<file path="src/rtl/noc_inject_queue.sv">
// Injection queue feeding the NoC switch self port: buffers INDEX/DATA packet pairs and sends
// them flit by flit on grant. Optional stall counter enabled by NOC_INJECT_STALL_CNT_EN.
`ifndef GOLOBAL_DATA_BUS_WIDTH_CONFIG
`define GOLOBAL_DATA_BUS_WIDTH_CONFIG 16
`endif

module noc_inject_queue #(
  parameter int unsigned GOLOBAL_DATA_BUS_WIDTH = `GOLOBAL_DATA_BUS_WIDTH_CONFIG,
  parameter int unsigned DEPTH                  = 4,
  parameter int unsigned PTR_WIDTH              = $clog2(DEPTH),
  parameter int unsigned CNT_WIDTH              = PTR_WIDTH + 1
`ifdef NOC_INJECT_STALL_CNT_EN
  ,
  parameter int unsigned STALL_CNT_WIDTH        = 16
`endif
) (
  input  logic                              clk,
  input  logic                              reset,
  input  logic                              inValid,
  input  logic [GOLOBAL_DATA_BUS_WIDTH-1:0] inIndex,
  input  logic [GOLOBAL_DATA_BUS_WIDTH-1:0] inData,
  output logic                              inReady,
  output logic [GOLOBAL_DATA_BUS_WIDTH-1:0] selfData,
  output logic                              selfReq,
  input  logic                              grat2self,
  output logic [CNT_WIDTH-1:0]              occupancy
`ifdef NOC_INJECT_STALL_CNT_EN
  ,
  output logic [STALL_CNT_WIDTH-1:0]        stallCount
`endif
);

  typedef enum logic [1:0] {StIdle, StSendIndex, StSendData} state_e;

  logic [GOLOBAL_DATA_BUS_WIDTH-1:0] index_q [DEPTH];
  logic [GOLOBAL_DATA_BUS_WIDTH-1:0] data_q  [DEPTH];
  logic [PTR_WIDTH-1:0]              wrptr_q, wrptr_d;
  logic [PTR_WIDTH-1:0]              rdptr_q, rdptr_d;
  logic [CNT_WIDTH-1:0]              occupancy_q, occupancy_d;
  state_e                            state_q;
  logic                              launch_q;
  logic                              req_q;
  logic                              push, pop;

  assign inReady   = (occupancy_q != CNT_WIDTH'(DEPTH));
  assign push      = inValid & inReady;
  assign pop       = (state_q == StSendData) & grat2self;
  assign occupancy = occupancy_q;
  assign selfReq   = req_q;

  always_comb begin
    wrptr_d     = push ? wrptr_q + PTR_WIDTH'(1) : wrptr_q;
    rdptr_d     = pop ? rdptr_q + PTR_WIDTH'(1) : rdptr_q;
    occupancy_d = occupancy_q;
    if (push && !pop) begin
      occupancy_d = occupancy_q + CNT_WIDTH'(1);
    end else if (pop && !push) begin
      occupancy_d = occupancy_q - CNT_WIDTH'(1);
    end
  end

  // Flit storage carries no reset; only pointers and occupancy define validity.
  always_ff @(posedge clk) begin
    if (push) begin
      index_q[wrptr_q] <= inIndex;
      data_q[wrptr_q]  <= inData;
    end
  end

  always_ff @(posedge clk or negedge reset) begin
    if (!reset) begin
      wrptr_q     <= '0;
      rdptr_q     <= '0;
      occupancy_q <= '0;
    end else begin
      wrptr_q     <= wrptr_d;
      rdptr_q     <= rdptr_d;
      occupancy_q <= occupancy_d;
    end
  end

  // IDLE spends one cycle noticing a non-empty queue before launching, so a push into an
  // empty queue raises selfReq on the second edge after the push edge.
  always_ff @(posedge clk or negedge reset) begin
    if (!reset) begin
      state_q  <= StIdle;
      launch_q <= 1'b0;
      req_q    <= 1'b0;
    end else begin
      unique case (state_q)
        StIdle: begin
          if (launch_q) begin
            state_q  <= StSendIndex;
            req_q    <= 1'b1;
            launch_q <= 1'b0;
          end else if (occupancy_q != '0) begin
            launch_q <= 1'b1;
          end
        end
        StSendIndex: begin
          if (grat2self) begin
            state_q <= StSendData;
          end
        end
        StSendData: begin
          if (grat2self) begin
            if (occupancy_d != '0) begin
              state_q <= StSendIndex;
            end else begin
              state_q <= StIdle;
              req_q   <= 1'b0;
            end
          end
        end
        default: begin
          state_q  <= StIdle;
          req_q    <= 1'b0;
          launch_q <= 1'b0;
        end
      endcase
    end
  end

  // Head entry cannot be overwritten while non-empty, so selfData holds steady under stall.
  always_comb begin
    selfData = '0;
    unique case (state_q)
      StSendIndex: selfData = index_q[rdptr_q];
      StSendData:  selfData = data_q[rdptr_q];
      default:     selfData = '0;
    endcase
  end

`ifdef NOC_INJECT_STALL_CNT_EN
  logic [STALL_CNT_WIDTH-1:0] stall_q;

  always_ff @(posedge clk or negedge reset) begin
    if (!reset) begin
      stall_q <= '0;
    end else if (req_q && !grat2self && (stall_q != '1)) begin
      stall_q <= stall_q + STALL_CNT_WIDTH'(1);
    end
  end

  assign stallCount = stall_q;
`endif

endmodule

</file>
<file path="config.mk">
export PLATFORM = sky130hd
export DESIGN_NAME = noc_inject_queue
export DESIGN_NICKNAME = d
export VERILOG_FILES = /design/src/rtl/noc_inject_queue.sv
export SDC_FILE = /design/constraint.sdc
export NUM_CORES = 1
export LEC_CHECK = 0
export ABC_AREA = 1
export CORE_ASPECT_RATIO = 1.5
export CORE_MARGIN = 4
export CORE_UTILIZATION = 29
export CTS_BUF_LIST = sky130_fd_sc_hd__clkbuf_4 sky130_fd_sc_hd__clkbuf_8
export CTS_CLUSTER_DIAMETER = 50
export DETAILED_ROUTE_END_ITERATION = 8
export PLACE_DENSITY = 0.43
export SLEW_MARGIN = 20
export SYNTH_ARGS = -nofsm -noshare
export SYNTH_HDL_FRONTEND = slang
export SYNTH_SLANG_ARGS = --single-unit
</file>
<file path="constraint.sdc">
create_clock -name clk -period 3.7 [get_ports clk]
set_clock_uncertainty 0.05 [all_clocks]
set_input_delay 0.925 -clock clk [delete_from_list [all_inputs] [get_ports clk]]
set_output_delay 0.925 -clock clk [all_outputs]
set_load 0.02 [all_outputs]
</file>
==> key figures, run 1 <==
Status
  • Status: completed

Synth
  • Largest family of logic cells by synthesized area: simple AND/OR/NAND/NOR gates
  • Area leader, netlist: edfxtp_1
  • Post-synth top area share: 66.45%
  • Compound-Gate Fraction of Synth Area: 9.474%
  • Yosys warnings: 0
  • Synth Instances: 458
  • Simple-Gate Fraction of Synth Area: 12.35%
  • Post-synthesis adder-cell area fraction: 2.596%
  • Mux share of post-synthesis cell area: 0%
  • Most frequent cells after synthesis: edfxtp_1, nor2_1, nand2_1, o21ai_0, o32ai_1
  • Post-Syn Area: 5784 sq um
  • Proportion of synthesized chip area in sequential cells: 71.21%
  • EDFF count, synth: 128
  • Ys async rst share: 7.914%
  • Top cells by area, synth: edfxtp_1, nor2_1, o32ai_1, dfrtp_1, nand2_1
  • Count leader, synth: edfxtp_1
  • Top FF cell, synth: edfxtp_1
  • Synthesized net count: 506
  • Synth unique cells: 24
  • Mean area per synthesized cell: 12.63 sq um
  • Post-Synth XOR/XNOR Area: 0.3028%
  • Synthesized flop and latch total: 139

Clocking
  • Clock transition at the registers of the reported paths: 0.08 ns
  • H-tree levels: 4
  • Max clock buf depth: 2
  • Clk sinks: 139
  • Postcts setup bufs: 0
  • CTS tree: done
  • Cts bufs inserted: 17
  • Clock Latency Late Sink: 0.44 ns
  • # hold bufs at CTS: 0
  • Root Buffer: clkbuf_8

Placement
  • Placed cell count: 761
  • Gpl congestion: 0.7321
  • DP HPWL: 8402 microns
  • PortBufs: 56

Critical path
  • Setup crit start kind: register
  • Worst setup path end: selfData[10]
  • RR Endpoint: data_q[0][5]
  • Cells on worst reg2reg path: 6
  • Crit end category: output port
  • Worst r2r src: occupancy[0]
  • Worst path required time: 2.72 ns
  • Crit Path Class: reg -> out
  • Worst setup path start: rdptr_q[0]
  • R2R Setup Slk: 1.72 ns
  • Max Fanout on Critical Path: 24
  • Critical Path AT: 2.55 ns

Power and ir drop
  • P_int: 0.003774 W
  • Static leakage: 2.703 nW
  • Pwr Density: 819.3 nW/um^2
  • Clock network power share: 24.2%
  • Comb pwr share: 37.2%
  • IR drop worst, VDD: 0.0002898 V
  • Reg power frac: 38.6%
  • Sw frac: 35.90%
  • P_sw: 0.002113 W

Finish
  • Final nets: 568
  • Layout Cells excl Fill: 793
  • ANT cells: 0
  • Area Overhead vs Synth: 24.23%
  • Fill cells: 1,934
  • Layout cell share with drive strength beyond 1: 10.69%

Global route
  • GRT Total Usage: 12.69%
  • Pin count of the biggest net entering global routing: 42
  • Gr ovfl total: 0
  • Initial antenna violation count: 1
  • First-pass GRT wire length: 21,010 microns
  • Number of global-route vias before repair: 3,741

Timing
  • Slew Limit Fails: 0
  • RSZ-0062 raised after global routing: false
  • Max-slew headroom: 53.72%
  • Worst Tran Pin Value: 0.6934 ns
  • Final Hold Fails: 0
  • Period utilisation layout: 95.37%
  • Final setup vio count: 0
  • Max Fclk: 283.4 MHz
  • WHS: 0.4440 ns
  • Minimum clock period: 3.529 ns

Detailed routing
  • Routed Antenna Nets: 0
  • Vias/cell: 4.603
  • Vias: 3,650
  • Iteration-0 DRC Markers: 206
  • Post-route DRC: 0
  • Wirelength per Cell: 16.91 microns
  • DRT Pass-1 Iters: 4
  • Detailed Route WL: 13,410 microns

Floorplanning
  • Die extent in x: 123.3 microns
  • Initial Util: 29.35%
  • I/O pin cnt: 57
  • Die area: 22,320 sq um
  • Total core area: 19,710 sq um
  • Die Span Y: 181.0 microns
  • Row count: 63

Hold path
  • Hold wc startpoint: selfReq
  • Hold WC Path Type: reg -> reg

Flow run
  • Max-Cap Viols: 0
-- layer usage --
layer  routed length (microns)  GRT usage (%)  vias up
met3                       494          3.476       12
met5                        10              0        -
met1                      5621          15.05     1807
met2                      7106          21.83       68
li1                          -              -     1761
met4                       174          4.435        2
-- cell families after synthesis --
family                     count (synthesis)
adders and majority gates                 12
buffers and inverters                     45
and+or+nand+nor                          175
DFF                                      139
xor gates and xnor gates                   2
AOI/OAI and AO/OA                         85
-- registers in the layout, indices dropped and copies added (netlist names) --
register / flops
data_q: 64
index_q: 64
occupancy: 3
rdptr_q: 2
state_q: 2
wrptr_q: 2
launch_q: 1
selfReq: 1
-- critical path: stages, from the launching register on --
cell             delay [ns]
dfrtp_4                0.59
inv_4                  0.10
buf_6                  0.21
nor2_1                 0.06
o32ai_1                0.25
nand2_1                0.09
a21oi_1                0.17
clkdlybuf4s50_1        0.64
-- power groups by stage --
stage	combinational [W]	clock (W)	sequential, W
final	0.00219	0.00143	0.00227
after global routing	0.00245	0.00154	0.00231
after CTS	0.00226	0.00146	0.00228
after detailed placement	0.00225	0	0.00231
after global placement	0.00224	0	0.00230
after floorplan	0.00147	0	0.00224
-- worst min-delay path by stage --
stage               endpoint  slack [ns]  cells past startpoint
floorplan           launch_q        0.40                      2
global placement     selfReq        0.42                      2
detailed placement   selfReq        0.42                      2
CTS                  selfReq        0.45                      2
global route         selfReq        0.48                      2
finish               selfReq        0.44                      2
-- cells in the final DEF, fill, tap and decap left out, types with 2 or more instances in the layout --
master	instances
o21ai_0	34
nor2_1	106
clkdlybuf4s50_1	42
nand2_2	2
dlymetal6s2s_1	13
nand3_1	4
nand4_1	2
edfxtp_1	128
inv_1	17
dfrtp_1	9
nor2_2	4
clkinv_4	2
clkbuf_8	17
o32ai_1	32
xor2_1	2
ha_1	12
nand2_4	4
clkinv_1	4
buf_4	7
nand2_1	51
bufinv_16	6
buf_12	5
nand3_2	2
a21oi_1	18
-- repair_timing --
| item | in CTS | in global routing |
|---|---|---|
| gates cloned | 0 | 0 |
| gates resized for setup | 2 | 14 |
| pin swaps | 0 | 0 |
| setup endpoints to repair | 2 | 15 |
-- cell type report --
cell class | count | area (sq um) | share of cell area (%)
clock buffer | 18 | 241.5 | 3.361
clock inverter | 14 | 225.2 | 3.134
inverter | 19 | 73.82 | 1.027
multi-input combinational | 274 | 1440 | 20.04
sequential | 139 | 4124 | 57.39
tap | 260 | 325.3 | 4.527
timing repair buffer | 69 | 755.7 | 10.52
-- through the flow --
step	utilization, %	total power (W)	instance area (sq um)	setup TNS (ns)	worst slack, ns
floorplan	-	0.003706	5784	0	0.8041
global placement	33.90	0.004544	6681	0	0.5007
detailed placement	33.90	0.004561	6681	0	0.4875
CTS	36.28	0.006000	7149	-0.00004774	-0.00004774
global route	36.46	0.006302	7186	0	0.001181
finish	36.46	0.005887	7186	0	0.1711
(Power assumes the default switching activity.)
==> run 2, diff against run 1 <==
CTS_CLUSTER_DIAMETER = unset   (was 50)
clock period = 4.15 ns   (was 3.7 ns; I/O delays follow)
==> run 2 against run 1 <==
Compared with the run above:
- final area shrank 2.1%
- total power shrank 15%
- non-clock buffer count shrank 1
- utilization shrank 0.76 points
- routed wire length shrank 0.51%
- global-route usage is essentially flat
- first-iteration DRC count shrank 30%
- sequential share of layout area grew 1.2 points
- final cell count shrank 0.25%
- worst hold slack lost 0.0077 ns
- critical path type unchanged
- largest power group unchanged
==> key figures, run 2 (synthesized netlist as in run 1, its figures left out) <==
Status
  • Status: completed

Finish
  • Most common cell after layout, fill and taps aside: edfxtp_1
  • Layout cell share with drive strength beyond 1: 10.73%
  • ANT cells: 0
  • Fill cells: 1,949
  • Fin area: 7036 sq um
  • Area Overhead vs Synth: 21.63%
  • Final core area utilization: 35.70%
  • Final nets: 567
  • Layout Cells excl Fill: 791
  • Most frequent cells in the layout: edfxtp_1, nor2_1, clkdlybuf4s50_1, nand2_1, o21ai_0

Clocking
  • Postcts setup bufs: 0
  • CTS resizes: 0
  • H-tree levels: 4
  • Root Buffer: clkbuf_8
  • Cts bufs inserted: 17
  • # hold bufs at CTS: 0
  • Clock Latency Late Sink: 0.43 ns
  • Clk sinks: 139
  • Clock transition at the registers of the reported paths: 0.07 ns
  • Max clock buf depth: 2
  • CTS tree: done

Critical path
  • R2R Setup Slk: 2.02 ns
  • Crit Path Class: reg -> out
  • Delay-heaviest family, CP: buffers and inverters
  • Setup crit start kind: register
  • Worst stage delay on the critical path: 0.64 ns
  • CP Cell Sequence: inv_4 -> buf_4 -> nor2_1 -> o32ai_1 -> nand2_1 -> a21oi_1 -> clkdlybuf4s50_1
  • Critical Path AT: 2.77 ns
  • Max Fanout on Critical Path: 21
  • Worst path required time: 3.06 ns
  • Crit-path slowest cell: clkdlybuf4s50_1
  • Crit end category: output port
  • Worst path bufs/invs: 3

Timing
  • Max-slew headroom: 51.64%
  • Minimum clock period: 3.860 ns
  • Slew Limit Fails: 0
  • WHS: 0.4363 ns
  • Setup TNS: 0 ns
  • Final setup vio count: 0
  • Worst Tran Pin Value: 0.7246 ns
  • Period utilisation layout: 93.01%
  • Final Hold Fails: 0
  • Max Fclk: 259.1 MHz
  • RSZ-0062 raised after global routing: false

Power and ir drop
  • Sw frac: 37.57%
  • P_sw: 0.001879 W
  • Pwr Density: 710.8 nW/um^2
  • Reg power frac: 40.6%
  • IR drop worst, VDD: 0.0003465 V
  • Comb pwr share: 38.9%
  • Clock network power share: 20.5%
  • P_int: 0.003122 W
  • Static leakage: 2.421 nW

Global route
  • GRT Total Usage: 12.72%
  • Initial antenna violation count: 1
  • Pin count of the biggest net entering global routing: 47
  • Number of global-route vias before repair: 3,767
  • First-pass GRT wire length: 20,920 microns
  • Gr ovfl total: 0

Placement
  • Gpl congestion: 0.7349
  • DP HPWL: 8490 microns
  • PortBufs: 56
  • Placed cell count: 760
  • Placed Area: 6661 sq um

Floorplanning
  • Row count: 63
  • Die extent in x: 123.3 microns
  • I/O pin cnt: 57
  • Total core area: 19,710 sq um
  • Die area: 22,320 sq um
  • Die Span Y: 181.0 microns
  • Initial Util: 29.35%

Detailed routing
  • Wirelength per Cell: 16.86 microns
  • Routed Antenna Nets: 0
  • Vias/cell: 4.552
  • Post-route DRC: 0
  • DRT Pass-1 Iters: 4
  • Iteration-0 DRC Markers: 144
  • Vias: 3,601
  • Detailed Route WL: 13,340 microns

Hold path
  • Hold WC Path Type: reg -> reg

Flow run
  • Max-Cap Viols: 0
run 2: layer usage:
layer  track usage, %  routed length [microns]  vias to the layer above
li1                 -                        -                     1760
met1            14.76                     5564                     1771
met2            22.27                     7128                       54
met3            3.664                      444                       14
met4            4.124                      187                        2
met5                0                       13                        -
run 2: worst reg2reg max path: stages, from the launching register on:
cell     delay (ns)
dfrtp_1        0.43
inv_1          0.10
ha_1           0.40
buf_12         0.21
nand2_4        0.09
inv_2          0.11
nand2_4        0.07
nand3_1        0.07
nand2_1        0.07
nor2_1         0.13
nand2_1        0.08
nand2_2        0.07
nand2_1        0.05
nand2_1        0.06
nand2_1        0.04
run 2: power groups by stage:
stage	Sequential [W]	Combinational, W	Clock [W]
floorplan	0.00200	0.00131	0
global placement	0.00206	0.00198	0
detailed placement	0.00207	0.00199	0
CTS	0.00204	0.00199	0.00107
global route	0.00206	0.00218	0.00114
finish	0.00203	0.00194	0.00103
run 2: metrics by stage:
step | power [W] | setup WS, ns
floorplan | 0.003304 | 1.192
global route | 0.005379 | 0.06999
detailed placement | 0.004053 | 0.7030
finish | 0.005001 | 0.2901
CTS | 0.005102 | 0.1950
global placement | 0.004046 | 0.7117
run 2: area by class of cell:
class	count	area (sq um)	area share (%)
Sequential cell	139	4121	58.58
Multi-Input combinational cell	274	1440	20.47
Timing Repair Buffer	68	700.7	9.959
Inverter	19	73.82	1.049
Clock inverter	12	125.1	1.778
Tap cell	260	325.3	4.624
Clock buffer	19	249.0	3.539
run 2: path summary, 6_finish.rpt:
path,from,endpoint,cells after the start
setup / recovery,rdptr_q[0],selfData[11],7
hold / removal,selfReq,selfReq,2
hold reg to reg,selfReq,selfReq,2
max in group asynchronous,reset,rdptr_q[0],1
setup reg to reg,state_q[0],selfReq,14
min in group asynchronous,reset,occupancy[2],1
==> run 3, diff against run 2 <==
CELL_PAD_IN_SITES_DETAIL_PLACEMENT = 1   (was unset)
CELL_PAD_IN_SITES_GLOBAL_PLACEMENT = 1   (was unset)
PLACE_DENSITY = 0.51   (was 0.43)
==> run 3 against run 2 <==
Compared with the run above:
- sequential power hardly changed
- final area is 0.98% higher
- largest cell class unchanged
- fmax is 0.45% lower
- sequential cell count stayed put
==> key figures, run 3 (synthesized netlist as in run 1, its figures left out) <==
Clocking
  • CTS tree: done
  • Postcts setup bufs: 0
  • Clock transition at the registers of the reported paths: 0.08 ns
  • Cts bufs inserted: 17
  • Root Buffer: clkbuf_8
  • Max clock buf depth: 2
  • Clk sinks: 139
  • H-tree levels: 4
  • Clock Latency Late Sink: 0.44 ns

Floorplanning
  • Die Span Y: 181.0 microns
  • Initial Util: 29.35%
  • Die area: 22,320 sq um
  • Total core area: 19,710 sq um
  • I/O pin cnt: 57
  • Die extent in x: 123.3 microns
  • Row count: 63

Critical path
  • CP Cell Sequence: inv_1 -> ha_1 -> buf_4 -> nand2_1 -> a21oi_1 -> clkdlybuf4s50_1
  • Crit-path slowest cell: ha_1
  • Cells on worst reg2reg path: 14
  • Worst stage delay on the critical path: 0.65 ns
  • Worst path required time: 3.06 ns
  • Crit Path Class: reg -> out
  • Worst r2r src: state_q[0]
  • Crit end category: output port
  • R2R Setup Slk: 1.70 ns
  • Delay-heaviest family, CP: buffers and inverters
  • Max Fanout on Critical Path: 13
  • RR Endpoint: selfReq
  • Worst path bufs/invs: 3
  • Setup crit start kind: register
  • Critical Path AT: 2.79 ns

Detailed routing
  • Detailed Route WL: 14,560 microns
  • Post-Route M1 WL: 5832 microns
  • DRT Pass-1 Iters: 4
  • Wirelength per Cell: 18.31 microns
  • Met2 wire len: 8078 microns
  • Met3 wire length: 409 microns
  • Iteration-0 DRC Markers: 179
  • Top Layer Used: met4
  • Routed Antenna Nets: 0
  • Post-route DRC: 0
  • Vias/cell: 4.721
  • Vias: 3,753

Global route
  • First-pass GRT wire length: 22,410 microns
  • Gr ovfl total: 0
  • GRT Total Usage: 13.61%
  • Initial antenna violation count: 1
  • Pin count of the biggest net entering global routing: 35
  • Number of global-route vias before repair: 4,039

Placement
  • Placed Area: 6679 sq um
  • DP HPWL: 9538 microns
  • Gpl congestion: 0.7372
  • Placed cell count: 763
  • PortBufs: 56

Power and ir drop
  • Static leakage: 2.454 nW
  • IR drop worst, VDD: 0.0003070 V
  • PnR Total Power: 0.005179 W
  • P_sw: 0.001937 W
  • Clock network power share: 22.3%
  • Pwr Density: 729.0 nW/um^2
  • Comb pwr share: 38.0%
  • Sw frac: 37.40%
  • Reg power frac: 39.6%
  • P_int: 0.003242 W

Finish
  • Layout cell share with drive strength beyond 1: 11.40%
  • Fin area: 7104 sq um
  • Final nets: 570
  • Fill cells: 2,147
  • ANT cells: 0
  • Area Overhead vs Synth: 22.82%
  • Final core area utilization: 36.05%
  • Most frequent cells in the layout: edfxtp_1, nor2_1, clkdlybuf4s50_1, nand2_1, o21ai_0
  • Most common cell after layout, fill and taps aside: edfxtp_1
  • Register Area: 4124 sq um
  • Layout Cells excl Fill: 795
  • Multi-input gate area: 1460 sq um

Timing
  • RSZ-0062 raised after global routing: false
  • Max-slew headroom: 48.57%
  • Final setup vio count: 0
  • Minimum clock period: 3.877 ns
  • Period utilisation layout: 93.43%
  • Max Fclk: 257.9 MHz
  • Worst Tran Pin Value: 0.7706 ns
  • Setup TNS: 0 ns
  • Slew Limit Fails: 0
  • Final Hold Fails: 0

Hold path
  • Hold endpoint: selfReq
  • Hold-critical path depth: 2
  • Hold wc startpoint: selfReq
  • Hold WC Path Type: reg -> reg

Status
  • Status: completed

Flow run
  • Max-Cap Viols: 0
[run 3: cell count changes in the layout (fill, tap and decap cells not counted), moves of 2 or more]
cell	delta
buf_12	-2
clkinv_2	+2
bufinv_16	+2
buf_4	+4
nor2_4	+4
nor2_2	-4
[run 3: cell type report]
cell class | instances | share of cell area, %
tap | 260 | 4.579
clock inverter | 14 | 2.501
clock buffer | 18 | 3.399
multi-input combinational | 274 | 20.55
sequential | 139 | 58.05
inverter | 19 | 1.039
timing repair buffer | 71 | 9.880
[run 3: timing repair]
item,CTS,global route
hold buffers,0,0
setup endpoints to repair,0,4
resized for setup,0,2
hold endpoints to repair,0,0
[run 3: metal layers]
layer / up-vias / GRT usage (%)
met3: 20 / 3.288
met4: 0 / 4.789
met5: - / 0
met1: 1913 / 15.12
met2: 53 / 24.79
li1: 1767 / -
[run 3: per-stage QoR]
step	setup WS, ns	hold WS, ns
6_report	0.2726	0.4371
5_1_grt	0.07193	0.4715
4_1_cts	0.1176	0.4417
3_5_place_dp	0.6094	0.4188
3_3_place_gp	0.6383	0.4128
2_1_floorplan	1.192	0.4037
[run 3: worst min-delay path, delay by kind of cell, from the launching register on]
kind / cells / cell delay [ns]
flip-flops: 1 / 0.36
AND/OR/NAND/NOR: 2 / 0.11
[run 3: worst max-delay path by stage]
stage               start      endpoint  slack [ns]  cells past startpoint
5_1_grt        rdptr_q[0]   selfData[4]        0.07                      7
4_1_cts        rdptr_q[0]   selfData[3]        0.12                      7
3_3_place_gp   rdptr_q[0]   selfData[3]        0.64                      7
3_5_place_dp   rdptr_q[0]   selfData[3]        0.61                      7
2_1_floorplan     inValid  data_q[0][0]        1.19                      2
6_report       state_q[0]   selfData[9]        0.27                      6
[run 3: power by group through the flow]
stage | clock network [W] | logic [W] | registers [W]
2_1_floorplan | 0 | 0.00131 | 0.00200
3_3_place_gp | 0 | 0.00199 | 0.00208
3_5_place_dp | 0 | 0.00202 | 0.00209
4_1_cts | 0.00119 | 0.00203 | 0.00206
5_1_grt | 0.00126 | 0.00220 | 0.00209
6_report | 0.00116 | 0.00197 | 0.00205
